$ cat config.mk
export PLATFORM = sky130hd
export DESIGN_NAME = fdsti_range_coalesce
export DESIGN_NICKNAME = d
export VERILOG_FILES = /design/src/rtl/fdsti_range_coalesce_pkg.sv /design/src/rtl/fdsti_range_match.sv /design/src/rtl/fdsti_range_coalesce.sv
export SDC_FILE = /design/constraint.sdc
export NUM_CORES = 1
export LEC_CHECK = 0
export ABC_AREA = 1
export CAP_MARGIN = 20
export CORE_MARGIN = 1.5
export CORE_UTILIZATION = 50
export CTS_BUF_LIST = sky130_fd_sc_hd__clkbuf_16
export DETAILED_ROUTE_END_ITERATION = 10
export PLACE_DENSITY = 0.83
export SYNTH_ARGS = -nofsm -noshare
export SYNTH_HDL_FRONTEND = slang
export SYNTH_SLANG_ARGS = --single-unit
$ cat constraint.sdc
create_clock -name clk -period 5.6 [get_ports clk]
set_input_delay 0.84 -clock clk [delete_from_list [all_inputs] [get_ports clk]]
set_output_delay 0.84 -clock clk [all_outputs]
set_load 0.05 [all_outputs]
$ cat src/rtl/fdsti_range_coalesce_pkg.sv
// Shared address-info layout for the FDSSI/FDSTI FIFO stages.
// A beat is {fdssi, s_addr, e_addr} with e_addr in the LSBs.
package fdsti_range_coalesce_pkg;

  localparam int AWIDTH_DEF        = 32;
  localparam int I_FDSSI_WIDTH_DEF = 12;
  localparam int E_LSB             = 0;

  function automatic int s_lsb(input int aw);
    return aw;
  endfunction

  function automatic int f_lsb(input int aw);
    return 2 * aw;
  endfunction

  function automatic int info_width(input int fw, input int aw);
    return fw + 2 * aw;
  endfunction

endpackage

$ cat src/rtl/fdsti_range_match.sv
// Decides whether an incoming beat extends the held range.
// Malformed ranges (e < s) never merge, in either direction.
module fdsti_range_match
  import fdsti_range_coalesce_pkg::*;
#(
  parameter int I_FDSSI_WIDTH = I_FDSSI_WIDTH_DEF,
  parameter int AWIDTH        = AWIDTH_DEF,
  parameter int CNT_WIDTH     = 8
) (
  input  logic                     h_vld_i,
  input  logic [I_FDSSI_WIDTH-1:0] h_fdssi_i,
  input  logic [AWIDTH-1:0]        h_s_i,
  input  logic [AWIDTH-1:0]        h_e_i,
  input  logic [CNT_WIDTH-1:0]     h_cnt_i,
  input  logic [I_FDSSI_WIDTH-1:0] b_fdssi_i,
  input  logic [AWIDTH-1:0]        b_s_i,
  input  logic [AWIDTH-1:0]        b_e_i,
  output logic                     merge_o,
  output logic                     malformed_o
);

  always_comb begin
    malformed_o = (b_e_i < b_s_i);
    // h_e_i != all-ones guarantees the +1 below cannot wrap
    merge_o = h_vld_i
           && (h_fdssi_i == b_fdssi_i)
           && (h_e_i != '1)
           && (b_s_i == h_e_i + 1'b1)
           && !malformed_o
           && (h_e_i >= h_s_i)
           && (h_cnt_i != '1);
  end

endmodule

$ cat src/rtl/fdsti_range_coalesce.sv
// Coalesces contiguous {fdssi, s, e} address ranges from one FDSTI FIFO
// into merged ranges, with idle timeout and level-sensitive flush.
//
// state    | meaning
// ST_IDLE  | holding register empty, accepting beats
// ST_HOLD  | holding register full, merging or emitting on break
// ST_FLUSH | draining holding and output registers, input stalled
module fdsti_range_coalesce
  import fdsti_range_coalesce_pkg::*;
#(
  parameter int I_FDSSI_WIDTH = I_FDSSI_WIDTH_DEF,
  parameter int AWIDTH        = AWIDTH_DEF,
  parameter int CNT_WIDTH     = 8,
  parameter int TIMEOUT       = 64
) (
  input  logic                              clk,
  input  logic                              rst,
  input  logic                              s_addr_valid,
  output logic                              s_addr_ready,
  input  logic [I_FDSSI_WIDTH+2*AWIDTH-1:0] s_addr,
  output logic                              m_addr_valid,
  input  logic                              m_addr_ready,
  output logic [I_FDSSI_WIDTH+2*AWIDTH-1:0] m_addr,
  output logic [CNT_WIDTH-1:0]              m_addr_cnt,
  input  logic                              flush,
  output logic                              flush_done,
  output logic                              err_order
);

  localparam int IW    = info_width(I_FDSSI_WIDTH, AWIDTH);
  localparam int S_LSB = s_lsb(AWIDTH);
  localparam int F_LSB = f_lsb(AWIDTH);
  localparam int TW    = (TIMEOUT > 0) ? $clog2(TIMEOUT + 1) : 1;
  localparam logic [TW-1:0] TO_VAL = TW'(TIMEOUT);

  typedef enum logic [1:0] {ST_IDLE, ST_HOLD, ST_FLUSH} state_t;

  state_t                   state_q, state_d;
  logic                     h_vld_q, h_vld_d;
  logic [I_FDSSI_WIDTH-1:0] h_fdssi_q, h_fdssi_d;
  logic [AWIDTH-1:0]        h_s_q, h_s_d, h_e_q, h_e_d;
  logic [CNT_WIDTH-1:0]     h_cnt_q, h_cnt_d;
  logic [IW-1:0]            o_q, o_d;
  logic [CNT_WIDTH-1:0]     o_cnt_q, o_cnt_d;
  logic                     o_vld_q, o_vld_d;
  logic [TW-1:0]            idle_q, idle_d;
  logic                     err_q, err_d;
  logic                     done_q, done_d;

  logic [I_FDSSI_WIDTH-1:0] b_fdssi;
  logic [AWIDTH-1:0]        b_s, b_e;
  logic                     merge, malformed, o_free, accept, load_o;

  assign b_fdssi = s_addr[F_LSB +: I_FDSSI_WIDTH];
  assign b_s     = s_addr[S_LSB +: AWIDTH];
  assign b_e     = s_addr[E_LSB +: AWIDTH];

  fdsti_range_match #(
    .I_FDSSI_WIDTH(I_FDSSI_WIDTH),
    .AWIDTH       (AWIDTH),
    .CNT_WIDTH    (CNT_WIDTH)
  ) u_match (
    .h_vld_i    (h_vld_q),
    .h_fdssi_i  (h_fdssi_q),
    .h_s_i      (h_s_q),
    .h_e_i      (h_e_q),
    .h_cnt_i    (h_cnt_q),
    .b_fdssi_i  (b_fdssi),
    .b_s_i      (b_s),
    .b_e_i      (b_e),
    .merge_o    (merge),
    .malformed_o(malformed)
  );

  always_comb begin
    state_d      = state_q;
    h_vld_d      = h_vld_q;
    h_fdssi_d    = h_fdssi_q;
    h_s_d        = h_s_q;
    h_e_d        = h_e_q;
    h_cnt_d      = h_cnt_q;
    o_d          = o_q;
    o_cnt_d      = o_cnt_q;
    o_vld_d      = o_vld_q;
    idle_d       = '0;
    err_d        = err_q;
    s_addr_ready = 1'b0;
    flush_done   = 1'b0;
    load_o       = 1'b0;
    o_free       = !o_vld_q || m_addr_ready;

    if (o_vld_q && m_addr_ready) o_vld_d = 1'b0;

    case (state_q)
      ST_IDLE: begin
        if (flush && !done_q) state_d = ST_FLUSH;
        else if (!flush)      s_addr_ready = 1'b1;
      end
      ST_HOLD: begin
        if (flush) state_d = ST_FLUSH;
        else       s_addr_ready = merge || o_free;
      end
      ST_FLUSH: begin
        if (h_vld_q) begin
          if (o_free) begin
            load_o  = 1'b1;
            h_vld_d = 1'b0;
          end
        end else if (!o_vld_q) begin
          flush_done = 1'b1;
          state_d    = ST_IDLE;
        end
      end
      default: state_d = ST_IDLE;
    endcase

    accept = s_addr_valid && s_addr_ready;

    if (accept) begin
      if (malformed) err_d = 1'b1;
      if (merge) begin
        h_e_d   = b_e;
        h_cnt_d = h_cnt_q + 1'b1;
      end else begin
        load_o    = h_vld_q;
        h_vld_d   = 1'b1;
        h_fdssi_d = b_fdssi;
        h_s_d     = b_s;
        h_e_d     = b_e;
        h_cnt_d   = CNT_WIDTH'(1);
        state_d   = ST_HOLD;
      end
    end else if (state_q == ST_HOLD && !flush) begin
      // counter saturates at TIMEOUT and waits there for the output slot
      idle_d = (idle_q != TO_VAL) ? idle_q + 1'b1 : idle_q;
      if (TIMEOUT != 0 && idle_q == TO_VAL && o_free) begin
        load_o  = 1'b1;
        h_vld_d = 1'b0;
        idle_d  = '0;
        state_d = ST_IDLE;
      end
    end

    if (load_o) begin
      o_d     = {h_fdssi_q, h_s_q, h_e_q};
      o_cnt_d = h_cnt_q;
      o_vld_d = 1'b1;
    end

    // blocks re-entry into flush until the request is dropped
    done_d = flush && (flush_done || done_q);
  end

  always_ff @(posedge clk or posedge rst) begin
    if (rst) begin
      state_q   <= ST_IDLE;
      h_vld_q   <= 1'b0;
      h_fdssi_q <= '0;
      h_s_q     <= '0;
      h_e_q     <= '0;
      h_cnt_q   <= '0;
      o_q       <= '0;
      o_cnt_q   <= '0;
      o_vld_q   <= 1'b0;
      idle_q    <= '0;
      err_q     <= 1'b0;
      done_q    <= 1'b0;
    end else begin
      state_q   <= state_d;
      h_vld_q   <= h_vld_d;
      h_fdssi_q <= h_fdssi_d;
      h_s_q     <= h_s_d;
      h_e_q     <= h_e_d;
      h_cnt_q   <= h_cnt_d;
      o_q       <= o_d;
      o_cnt_q   <= o_cnt_d;
      o_vld_q   <= o_vld_d;
      idle_q    <= idle_d;
      err_q     <= err_d;
      done_q    <= done_d;
    end
  end

  assign m_addr       = o_q;
  assign m_addr_cnt   = o_cnt_q;
  assign m_addr_valid = o_vld_q;
  assign err_order    = err_q;

endmodule

== Word level (Yosys, flattened, before mapping) ==
Index checks and enable logic that the tools add are counted.

* Input bits: 81
* Word-level logic and storage cells: 87
* Output and inout port bits: 88
* Bits in registers: 181

* Add/sub/neg operators: 3
* Reductions and logical operators: 23
* Magnitude comparators: 2
* Equality and inequality tests: 9
* Muxes and demuxes: 37
* Bitwise logic cells: 1

{| class="wikitable"
|+ Operators by type and width
! cell !! count
|-
| $add 32x1->32 const B || 1
|-
| $eq 32x32->1 || 1
|-
| $ge 32x32->1 || 1
|-
| $lt 32x32->1 || 1
|-
| $ne 32x32->1 const B || 1
|-
| $mux 7 || 4
|-
| $mux 1 || 22
|-
| $mux 2 || 8
|-
| $eq 12x12->1 || 1
|-
| $logic_and 1x1->1 || 12
|-
| $add 8x1->8 const B || 1
|-
| $mux 8 || 1
|-
| $ne 8x8->1 const B || 1
|-
| $add 7x1->7 const B || 1
|-
| $eq 7x7->1 const B || 1
|-
| $ne 7x7->1 const B || 1
|-
| $pmux 2 s3 || 1
|-
| $logic_not 1->1 || 4
|-
| $ne 4x2->1 const B || 1
|-
| $reduce_and 2->1 || 2
|-
| $logic_or 1x1->1 || 3
|-
| $eq 2x1->1 const B || 1
|-
| $eq 2x2->1 const B || 1
|-
| $logic_not 2->1 || 1
|-
| 3 further kinds || 3
|}

== Longest topological paths before layout ==
Gate-level depths: netlist of run 1.

* Depth after elaboration: 13
* Gate-level depth with buffers: 22

== Modules after synthesis ==
Synthesis of run 1 repeated with hierarchy kept, for this count alone.

* Cells, all modules: 1,442
* Area, all modules: 10,621.4 um^2

{| class="wikitable"
|+ By module, submodules not included
! module !! area each (um^2) !! cells an instance !! instances
|-
| fdsti_range_coalesce || 7,300.8 || 833 || 1
|-
| fdsti_range_match || 3,320.7 || 609 || 1
|}

== Least setup slack after synthesis of run 1 ==
OpenSTA, ideal clock, no wires.

* Path kind: input port to output port
* From: input port s_addr[47]
* To: output port s_addr_ready
* Slack: 2.293 ns
* Buffers on the path: 1
* Stages on the path: 13
* Data arrival time: 2.467 ns
* Cell sequence: inv_1 > ha_1 > nand2_1 > inv_1 > nand3_1 > nor3_1 > o21ai_0 > nand2_1 > nand3_1 > nand2_1 > nand4_2 > a21boi_1 > buf_2

* Word-level cells in the longest chain between the ends: 8
* Elaborated cells between the ends (all ways): 10

{| class="wikitable"
|+ Ends and longest elaborated chain
! what !! line !! source
|-
| start, declared || fdsti_range_coalesce.sv:20 || <nowiki>input logic [I_FDSSI_WIDTH+2*AWIDTH-1:0] s_addr,</nowiki>
|-
| $lt 32x32->1 or $eq 32x32->1 (tied branches) || fdsti_range_match.sv:23, fdsti_range_match.sv:28 ||
|-
| $logic_not 1->1 or $logic_and 1x1->1 (tied branches) || fdsti_range_match.sv:29, fdsti_range_match.sv:28 ||
|-
| $logic_and 1x1->1 * || fdsti_range_match.sv:29 || <nowiki>&& !malformed_o</nowiki>
|-
| $logic_and 1x1->1 * || fdsti_range_match.sv:30 || <nowiki>&& (h_e_i >= h_s_i)</nowiki>
|-
| $logic_and 1x1->1 * || fdsti_range_match.sv:31 || <nowiki>&& (h_cnt_i != '1);</nowiki>
|-
| $logic_or 1x1->1 * || fdsti_range_coalesce.sv:101 || <nowiki>else s_addr_ready = merge || o_free;</nowiki>
|-
| $mux 1 * || fdsti_range_coalesce.sv:100 || <nowiki>if (flush) state_d = ST_FLUSH;</nowiki>
|-
| $pmux 1 s2 * || fdsti_range_coalesce.sv:94 || <nowiki>case (state_q)</nowiki>
|-
| end, declared || fdsti_range_coalesce.sv:19 || <nowiki>output logic s_addr_ready,</nowiki>
|}

Every way passes the cells marked *; elsewhere a longest branch is shown, timed or not.

== Worst setup path in the final report of run 1 ==
* From: register h_e_q[29]
* To: output port s_addr_ready

* Word-level cells in the longest chain between the ends: 9
* Elaborated cells between the ends (all ways): 12

{| class="wikitable"
|+ Ends and longest elaborated chain
! what !! line !! source
|-
| start, declared || fdsti_range_coalesce.sv:41 || <nowiki>logic [AWIDTH-1:0] h_s_q, h_s_d, h_e_q, h_e_d;</nowiki>
|-
| start signal, assigned || fdsti_range_coalesce.sv:160 || <nowiki>h_e_q <= '0;</nowiki>
|-
| start signal, assigned || fdsti_range_coalesce.sv:173 || <nowiki>h_e_q <= h_e_d;</nowiki>
|-
| $add 32x1->32 or $ne 32x32->1 (tied branches) || fdsti_range_match.sv:28, fdsti_range_match.sv:27 ||
|-
| $eq 32x32->1 or $logic_and 1x1->1 (tied branches) || fdsti_range_match.sv:28, fdsti_range_match.sv:27 ||
|-
| $logic_and 1x1->1 || fdsti_range_match.sv:28 || <nowiki>&& (b_s_i == h_e_i + 1'b1)</nowiki>
|-
| $logic_and 1x1->1 || fdsti_range_match.sv:29 ||
|-
| $logic_and 1x1->1 * || fdsti_range_match.sv:30 ||
|-
| $logic_and 1x1->1 * || fdsti_range_match.sv:31 ||
|-
| $logic_or 1x1->1 * || fdsti_range_coalesce.sv:101 ||
|-
| $mux 1 * || fdsti_range_coalesce.sv:100 ||
|-
| $pmux 1 s2 * || fdsti_range_coalesce.sv:94 ||
|}

Marks and branches as above.

==> reports/qor.yml, run 1 <==
outcome: "finished, final reports clean"
cts_tree: "yes"
hold_path_class: "reg -> reg"
synth_edf_count: 0
htree_levels: 4
dp_hpwl_um: 21700
syn_inst: 1453
stdcell_area_sq_mm: 0.0132
min_period_over_period_pct: 93.5
syn_area_per_cell_sq_um: 7.42
placed_area_sq_mm: 0.0126
fmax_mhz: 191
num_rows: 53
synth_common_cells: "nand2_1 (488), dfrtp_1 (181), inv_1 (168)"
critical_path.cell_chain: "ha_1 -> nand2_1 -> nor2_1 -> nand2_1 -> nor4_1 -> nand4_1 -> nand4_1 -> nand4_2 -> a21boi_2 -> clkdlybuf4s50_1"
fin_crit_ps: 5240
powerDensity_mw_per_mm2: 542
ys.flop_type: "dfrtp_1"
place_congestion: 0.919
num_antenna_cells: 0
setup.worst_path.start: "h_e_q[29]"
maxCapViolations: 0
slowest_delay_ps: 860
worst-path-buf-inv: 1
setup_viol: 0
hold_viol: 0
worstPathRequired_ps: 4760
grt_pass1_wl_um: 48400
ioPinCount: 169
die_w_um: 150
area_growth_pct: 22.7
r2r_start: "h_e_q[29]"
synth_top_area_share_pct: 42.0
dp_slack_ps: 842
ir_drop_uv: 296
ys_warn_count: 0
finalWirelength_um: 30300
slew_headroom_pct: 22.9
syn_nets: 1601
drc_errors: 0
insertion_delay_ps: 430
yosysMostFrequentCell: "nand2_1"
drive_above_1_share_pct: 3.54
grt_usage_pct: 27.6
drtAntennaViolNets: 0
drv_slew: 0
post_cts_buffers: 0
cts_sinks: 181
cts_buffers: 17
finClkSkew_ps: 8.70
ys_seq_area_share_pct: 42.0
final_nets: 1746
cts-resized-gates: 0
p_leak_nw: 6.76
grt_overflow_total: 0
crit_path_start_kind: "flip-flop"
rsz0062_at_grt: "no"
yosysTopAreaCell: "dfrtp_1"
hp-start: "err_order"
syn_area_sq_mm: 0.0108
via_per_inst: 5.32
first_global_vias: 9674
holdBufCountCts: 0
portBuffers: 168
ys_seq_elements: 181
layout_setup_ws_ps: 363
fp.dieArea_sq_mm: 0.0224
vias: 10000
initial_core_util_pct: 51.1
routedWlPerCell_um: 16.1
end_kind: "output port"
arrival_ps: 4400
synthTopCellsByArea: "dfrtp_1 (42%), nand2_1 (17%), ha_1 (7.8%), nand3_1 (7.8%), inv_1 (5.9%)"
grt_max_degree: 182
async_flop_share_pct: 100
yosysUniqueCellTypes: 42
cts_root_buffer: "clkbuf_16"
cpMaxStageDelayCell: "clkdlybuf4s50_1"
antenna_found_initial: 0
drtIter0Drc: 663
worstMarginPinSlew_ps: 1160
crit_path_max_fanout: 7
clkTransAtPathRegs_ps: 70
fp.coreArea_sq_mm: 0.0211
drt_first_pass_iters: 6
cp_top_family: "simple AND/OR/NAND/NOR gates"
chipHeight_um: 150
setup_tns_ps: 0
clockBufferDepth: 2
worst-setup-path-type: "reg -> out"
[kinds of logic after synthesis]
logic type	after synthesis	synth area share [%]
DFF	181	42.0
xor gates and xnor gates	41	3.33
and+or+nand+nor	814	31.9
adders and majority gates	67	7.78
muxes	1	0.0929
AOI/OAI and AO/OA	128	6.44
buffers and inverters	221	8.43
[metal layers]
layer	wire [um]	vias to the layer above	part of all wire [%]	global-route usage, %
met4	647	0	2.1	8.33
met3	1700	50	5.6	4.48
met5	0	-	0	0
met1	13900	4703	46	38.4
li1	-	4931	-	-
met2	14100	344	47	44.4
[layout by cell type, fill, tap and decap left out, drive strengths merged, types with 2 or more instances in the layout]
cell type      instances
clkinv                 2
nor3b                  2
a21o                   2
xnor2                 15
nand4                 27
a21boi                 2
ha                    67
dfrtp                181
nor4                   2
xor2                  26
and2                   2
o21ai                 60
clkdlybuf4s50        168
buf                    9
clkinvlp               5
o211ai                 3
o21bai                 7
clkbuf                17
nand3b                 3
nand3                168
a21oi                 47
inv                  173
nor3                  12
nor2                 104
bufinv                 3
or2                    2
nand2                491
o221ai                 2
[layout make-up]
class                           instances  area (sq um)
Multi-Input combinational cell       1051          5350
Fill cell                            1865          7870
Inverter                              170           642
Timing Repair Buffer                  177          1770
Sequential cell                       181          4530
Tap cell                              275           344
Clock inverter                         13           159
Clock buffer                           17           425
[per-stage QoR]
step / total power [mW] / std cells / util (%) / hold slack, ps
floorplan: 4.78 / 1453 / - / 463
global placement: 5.80 / 1854 / 59.9 / 483
detailed placement: 5.91 / 1854 / 59.9 / 467
CTS: 7.17 / 1884 / 62.7 / 494
global route: 7.67 / 1884 / 62.7 / 527
finish: 7.16 / 1884 / 62.7 / 500
[flip-flops by register name (all words and copies together) (netlist names)]
register / cells
h_vld_q: 1
m_addr_valid: 1
h_e_q: 32
h_s_q: 32
m_addr: 76
h_cnt_q: 8
state_q: 2
m_addr_cnt: 8
done_q: 1
h_fdssi_q: 12
idle_q: 7
err_order: 1
[power by group]
group	total, mW	switching (mW)	leakage, nW	internal [mW]
clock	1.23	0.533	0.277	0.697
combinational	3.57	2.34	4.19	1.23
sequential	2.36	0.534	2.29	1.82
total	7.16	3.41	6.76	3.75
[worst paths after layout]
check	endpoint	slack [ps]	depth (start not counted)
max in group asynchronous	h_e_q[12]	3720	3
worst min-delay path	err_order	500	1
min in group asynchronous	m_addr[47]	910	3
worst max-delay path	s_addr_ready	360	10
worst min register to register	err_order	500	1
worst max register to register	m_addr[8]	1330	14
Note: power is estimated with default switching activity, not from simulation.
==> run 2: changes to the inputs <==
--- a/config.mk
+++ b/config.mk
@@ -11,7 +11,8 @@
 export CORE_UTILIZATION = 50
 export CTS_BUF_LIST = sky130_fd_sc_hd__clkbuf_16
 export DETAILED_ROUTE_END_ITERATION = 10
-export PLACE_DENSITY = 0.83
+export DONT_BUFFER_PORTS = 1
+export PLACE_DENSITY = 0.73
 export SYNTH_ARGS = -nofsm -noshare
 export SYNTH_HDL_FRONTEND = slang
 export SYNTH_SLANG_ARGS = --single-unit
==> reports/qor.yml, run 2 (synthesis gave the netlist of run 1 again) <==
outcome: "finished, final reports clean"
portBuffers: 0
placed_area_sq_mm: 0.0109
drtAntennaViolNets: 0
holdBufCountCts: 0
ir_drop_uv: 276
place_congestion: 0.925
grt_pass1_wl_um: 46300
worst-setup-path-type: "reg -> out"
cts_sinks: 181
routedWlPerCell_um: 16.6
first_global_vias: 8922
cts-resized-gates: 0
dp_hpwl_um: 20900
cts_buffers: 17
setup_viol: 0
drt_first_pass_iters: 5
ioPinCount: 169
fmax_mhz: 224
stdcell_area_sq_mm: 0.0115
min_period_over_period_pct: 79.7
crit_path_start_kind: "flip-flop"
die_w_um: 150
antenna_found_initial: 0
num_antenna_cells: 0
final_nets: 1578
via_per_inst: 5.41
grt_overflow_total: 0
largest_register_ffs: 76
setup_tns_ps: 0
final_cells: 1717
powerDensity_mw_per_mm2: 565
drv_slew: 0
grt_usage_pct: 26.4
maxCapViolations: 0
worstPathRequired_ps: 4760
insertion_delay_ps: 440
end_kind: "output port"
drc_errors: 0
layout_setup_ws_ps: 1140
grt_max_degree: 182
initial_core_util_pct: 51.1
final_cell_mix: "nand2_1 (487), dfrtp_1 (181), inv_1 (168)"
rsz0062_at_grt: "no"
fp.coreArea_sq_mm: 0.0211
vias: 9296
num_rows: 53
finalWirelength_um: 28600
area_growth_pct: 6.71
fin_crit_ps: 4460
finClkSkew_ps: 13.4
arrival_ps: 3620
final_common_cell: "nand2_1"
hold_viol: 0
placedCellCount: 1686
cts_tree: "yes"
post_cts_buffers: 0
hold_path_class: "reg -> reg"
drive_above_1_share_pct: 3.95
clkTransAtPathRegs_ps: 70
post-route-util_pct: 54.5
nFillCells: 2046
p_leak_nw: 6.11
cts_root_buffer: "clkbuf_16"
dp_slack_ps: 1640
crit_path_max_fanout: 17
drtIter0Drc: 616
slew_headroom_pct: 33.0
worstMarginPinSlew_ps: 1010
fp.dieArea_sq_mm: 0.0224
clockBufferDepth: 2
htree_levels: 4
total_power_mw: 6.50
hold_ws_ps: 502
chipHeight_um: 150
## run 2: changes by cell type in the layout (fill, tap and decap cells not counted), sizes merged
| cell | change |
|---|---|
| clkinvlp | -2 |
| bufinv | -2 |
| clkdlybuf4s50 | -168 |
| inv | +2 |
| clkinv | +3 |
## run 2: final timing paths
path                       startpoint           end  slack, ps  cells past startpoint
max in group asynchronous         rst     err_order       4310                      2
hold / removal              h_s_q[11]    m_addr[43]        500                      2
min in group asynchronous         rst    m_addr[47]        540                      2
hold reg to reg             h_s_q[11]    m_addr[43]        500                      2
setup / recovery             h_e_q[1]  s_addr_ready       1140                     14
setup reg to reg             h_e_q[1]    m_addr[26]       1750                     19
## run 2: cell type report
class	instances	area, sq um	area share, %
multi-input cells	1051	5350	46.6
flip-flops and latches	181	4530	39.4
inverters	170	642	5.58
clock buffers	17	425	3.70
well taps	275	344	2.99
clock inverters	14	126	1.10
repair buffers	9	80.1	0.696
## run 2: worst max-delay path: stages (launching register included)
cell	delay [ps]
dfrtp_1	450
ha_1	240
inv_1	70
nor2_2	170
nand2_1	160
nor2_2	340
xor2_1	220
inv_1	60
nand2_1	50
nand2_1	70
nor2_1	120
nand2_1	90
nor2_1	150
nand4_2	220
a21boi_4	760
## run 2: power breakdown
part | internal (mW) | leakage, nW | switching, mW
logic | 0.793 | 3.55 | 1.38
registers | 1.81 | 2.29 | 1.36
clock network | 0.614 | 0.267 | 0.545
## run 2: layer usage
layer / track usage (%) / routed length [um] / share of wire, % / vias to the layer above
li1: - / - / - / 4597
met1: 36.0 / 12800 / 45 / 4414
met2: 42.0 / 13300 / 47 / 249
met3: 6.28 / 2040 / 7.2 / 36
met4: 6.96 / 445 / 1.6 / 0
met5: 0 / 0 / 0 / -
==> run 3: changes to the inputs <==
--- a/config.mk
+++ b/config.mk
@@ -12,7 +12,7 @@
 export CTS_BUF_LIST = sky130_fd_sc_hd__clkbuf_16
 export DETAILED_ROUTE_END_ITERATION = 10
 export DONT_BUFFER_PORTS = 1
-export PLACE_DENSITY = 0.73
+export PLACE_DENSITY = 0.7
 export SYNTH_ARGS = -nofsm -noshare
 export SYNTH_HDL_FRONTEND = slang
 export SYNTH_SLANG_ARGS = --single-unit
==> constraint.sdc (replaced) <==
create_clock -name clk -period 4.15 [get_ports clk]
set_input_delay 0.6225 -clock clk [delete_from_list [all_inputs] [get_ports clk]]
set_output_delay 0.6225 -clock clk [all_outputs]
set_load 0.05 [all_outputs]
==> reports/qor.yml, run 3 (synthesis gave the netlist of run 1 again) <==
setup.worst_path.start: "h_e_q[31]"
place_congestion: 0.952
grt_overflow_total: 0
num_rows: 53
drtAntennaViolNets: 0
fp.coreArea_sq_mm: 0.0211
worstMarginPinSlew_ps: 993
finClkSkew_ps: 12.4
fin_crit_ps: 3890
antenna_found_initial: 0
post_cts_buffers: 0
portBuffers: 0
end_kind: "output port"
cts_tree: "yes"
via_per_inst: 5.41
total_power_mw: 8.86
drv_slew: 0
num_antenna_cells: 0
grt_max_degree: 182
grt_pass1_wl_um: 47000
placedCellCount: 1689
initial_core_util_pct: 51.1
arrival_ps: 3270
final_cells: 1721
clkTransAtPathRegs_ps: 80
worstPathRequired_ps: 3530
hold_viol: 0
r2r_start: "h_e_q[31]"
first_global_vias: 9146
insertion_delay_ps: 440
ir_drop_uv: 362
min_period_over_period_pct: 93.7
dp_hpwl_um: 20900
cts_root_buffer: "clkbuf_16"
holdBufCountCts: 0
cts_sinks: 181
hold_ws_ps: 313
crit_path_max_fanout: 20
die_w_um: 150
drc_errors: 0
cts-resized-gates: 0
p_leak_nw: 6.15
r2r_end: "m_addr[37]"
vias: 9315
drive_above_1_share_pct: 4.29
maxCapViolations: 0
chipHeight_um: 150
final_cell_mix: "nand2_1 (487), dfrtp_1 (181), inv_1 (168)"
reg2reg_slack_ps: 610
finalWirelength_um: 28700
cts_buffers: 17
drt_first_pass_iters: 5
clockBufferDepth: 2
setup_tns_ps: 0
worst-setup-path-type: "reg -> out"
outcome: "finished, final reports clean"
rsz0062_at_grt: "no"
htree_levels: 4
crit_path_start_kind: "flip-flop"
hp-start: "s_addr[30]"
hold_path_depth: 2
final_nets: 1581
drtIter0Drc: 527
area_growth_pct: 7.67
fp.dieArea_sq_mm: 0.0224
largest_register_ffs: 76
slew_headroom_pct: 33.8
holdPathEnd: "h_e_q[30]"
final_common_cell: "nand2_1"
hold_path_class: "in -> reg"
grt_usage_pct: 26.7
powerDensity_mw_per_mm2: 764
fmax_mhz: 257
routedWlPerCell_um: 16.7
worstRegToRegCells: 15
ioPinCount: 169
setup_viol: 0
[run 3: cell count changes in the layout (fill, tap and decap cells not counted)]
cell	previous run	this run
inv_8	0	3
clkinv_4	3	0
clkinv_1	2	1
buf_4	8	6
buf_12	1	6
clkinvlp_4	3	5
[run 3: area by class of cell]
class                           count  area [sq um]
Clock buffer                       17           425
Multi-Input combinational cell   1051          5350
Clock inverter                     15           145
Timing Repair Buffer               12           165
Sequential cell                   181          4530
Inverter                          170           642
Fill cell                        1975          9480
Tap cell                          275           344
[run 3: worst max-delay path by stage]
stage	end	slack [ps]
final	s_addr_ready	260
after global routing	s_addr_ready	120
after CTS	s_addr_ready	300
after detailed placement	m_addr[37]	690
after global placement	m_addr[47]	720
after floorplan	s_addr_ready	1150
[run 3: routing by layer]
layer,routed length (um),GRT usage (%),vias to the layer above
li1,-,-,4610
met1,12500,35.8,4371
met2,13200,42.5,286
met3,2350,7.01,48
met4,622,7.79,0
met5,0,0,-
[run 3: critical path: stages, from the launching register on]
cell      delay, ps
dfrtp_1         460
ha_1            330
nand2_1          70
nor2_1          210
nand2_1         140
nor4_1          300
buf_4           210
nand4_1         180
nand4_1         230
nand4_2         220
a21boi_4        230
buf_12          220
[run 3: report_power, final]
part	leakage (nW)	switching (mW)	total, mW	internal, mW
sequential	2.29	1.86	4.30	2.44
combinational	3.59	1.84	2.95	1.11
clock	0.272	0.762	1.61	0.845
total	6.15	4.46	8.86	4.40
[run 3: per-stage QoR]
step / util [%] / setup WS, ps / area (sq um)
after floorplan: - / 1150 / 10800
after global placement: 52.3 / 720 / 11000
after detailed placement: 52.3 / 690 / 11000
after CTS: 55.0 / 303 / 11600
after global routing: 55.0 / 116 / 11600
final: 55.0 / 261 / 11600
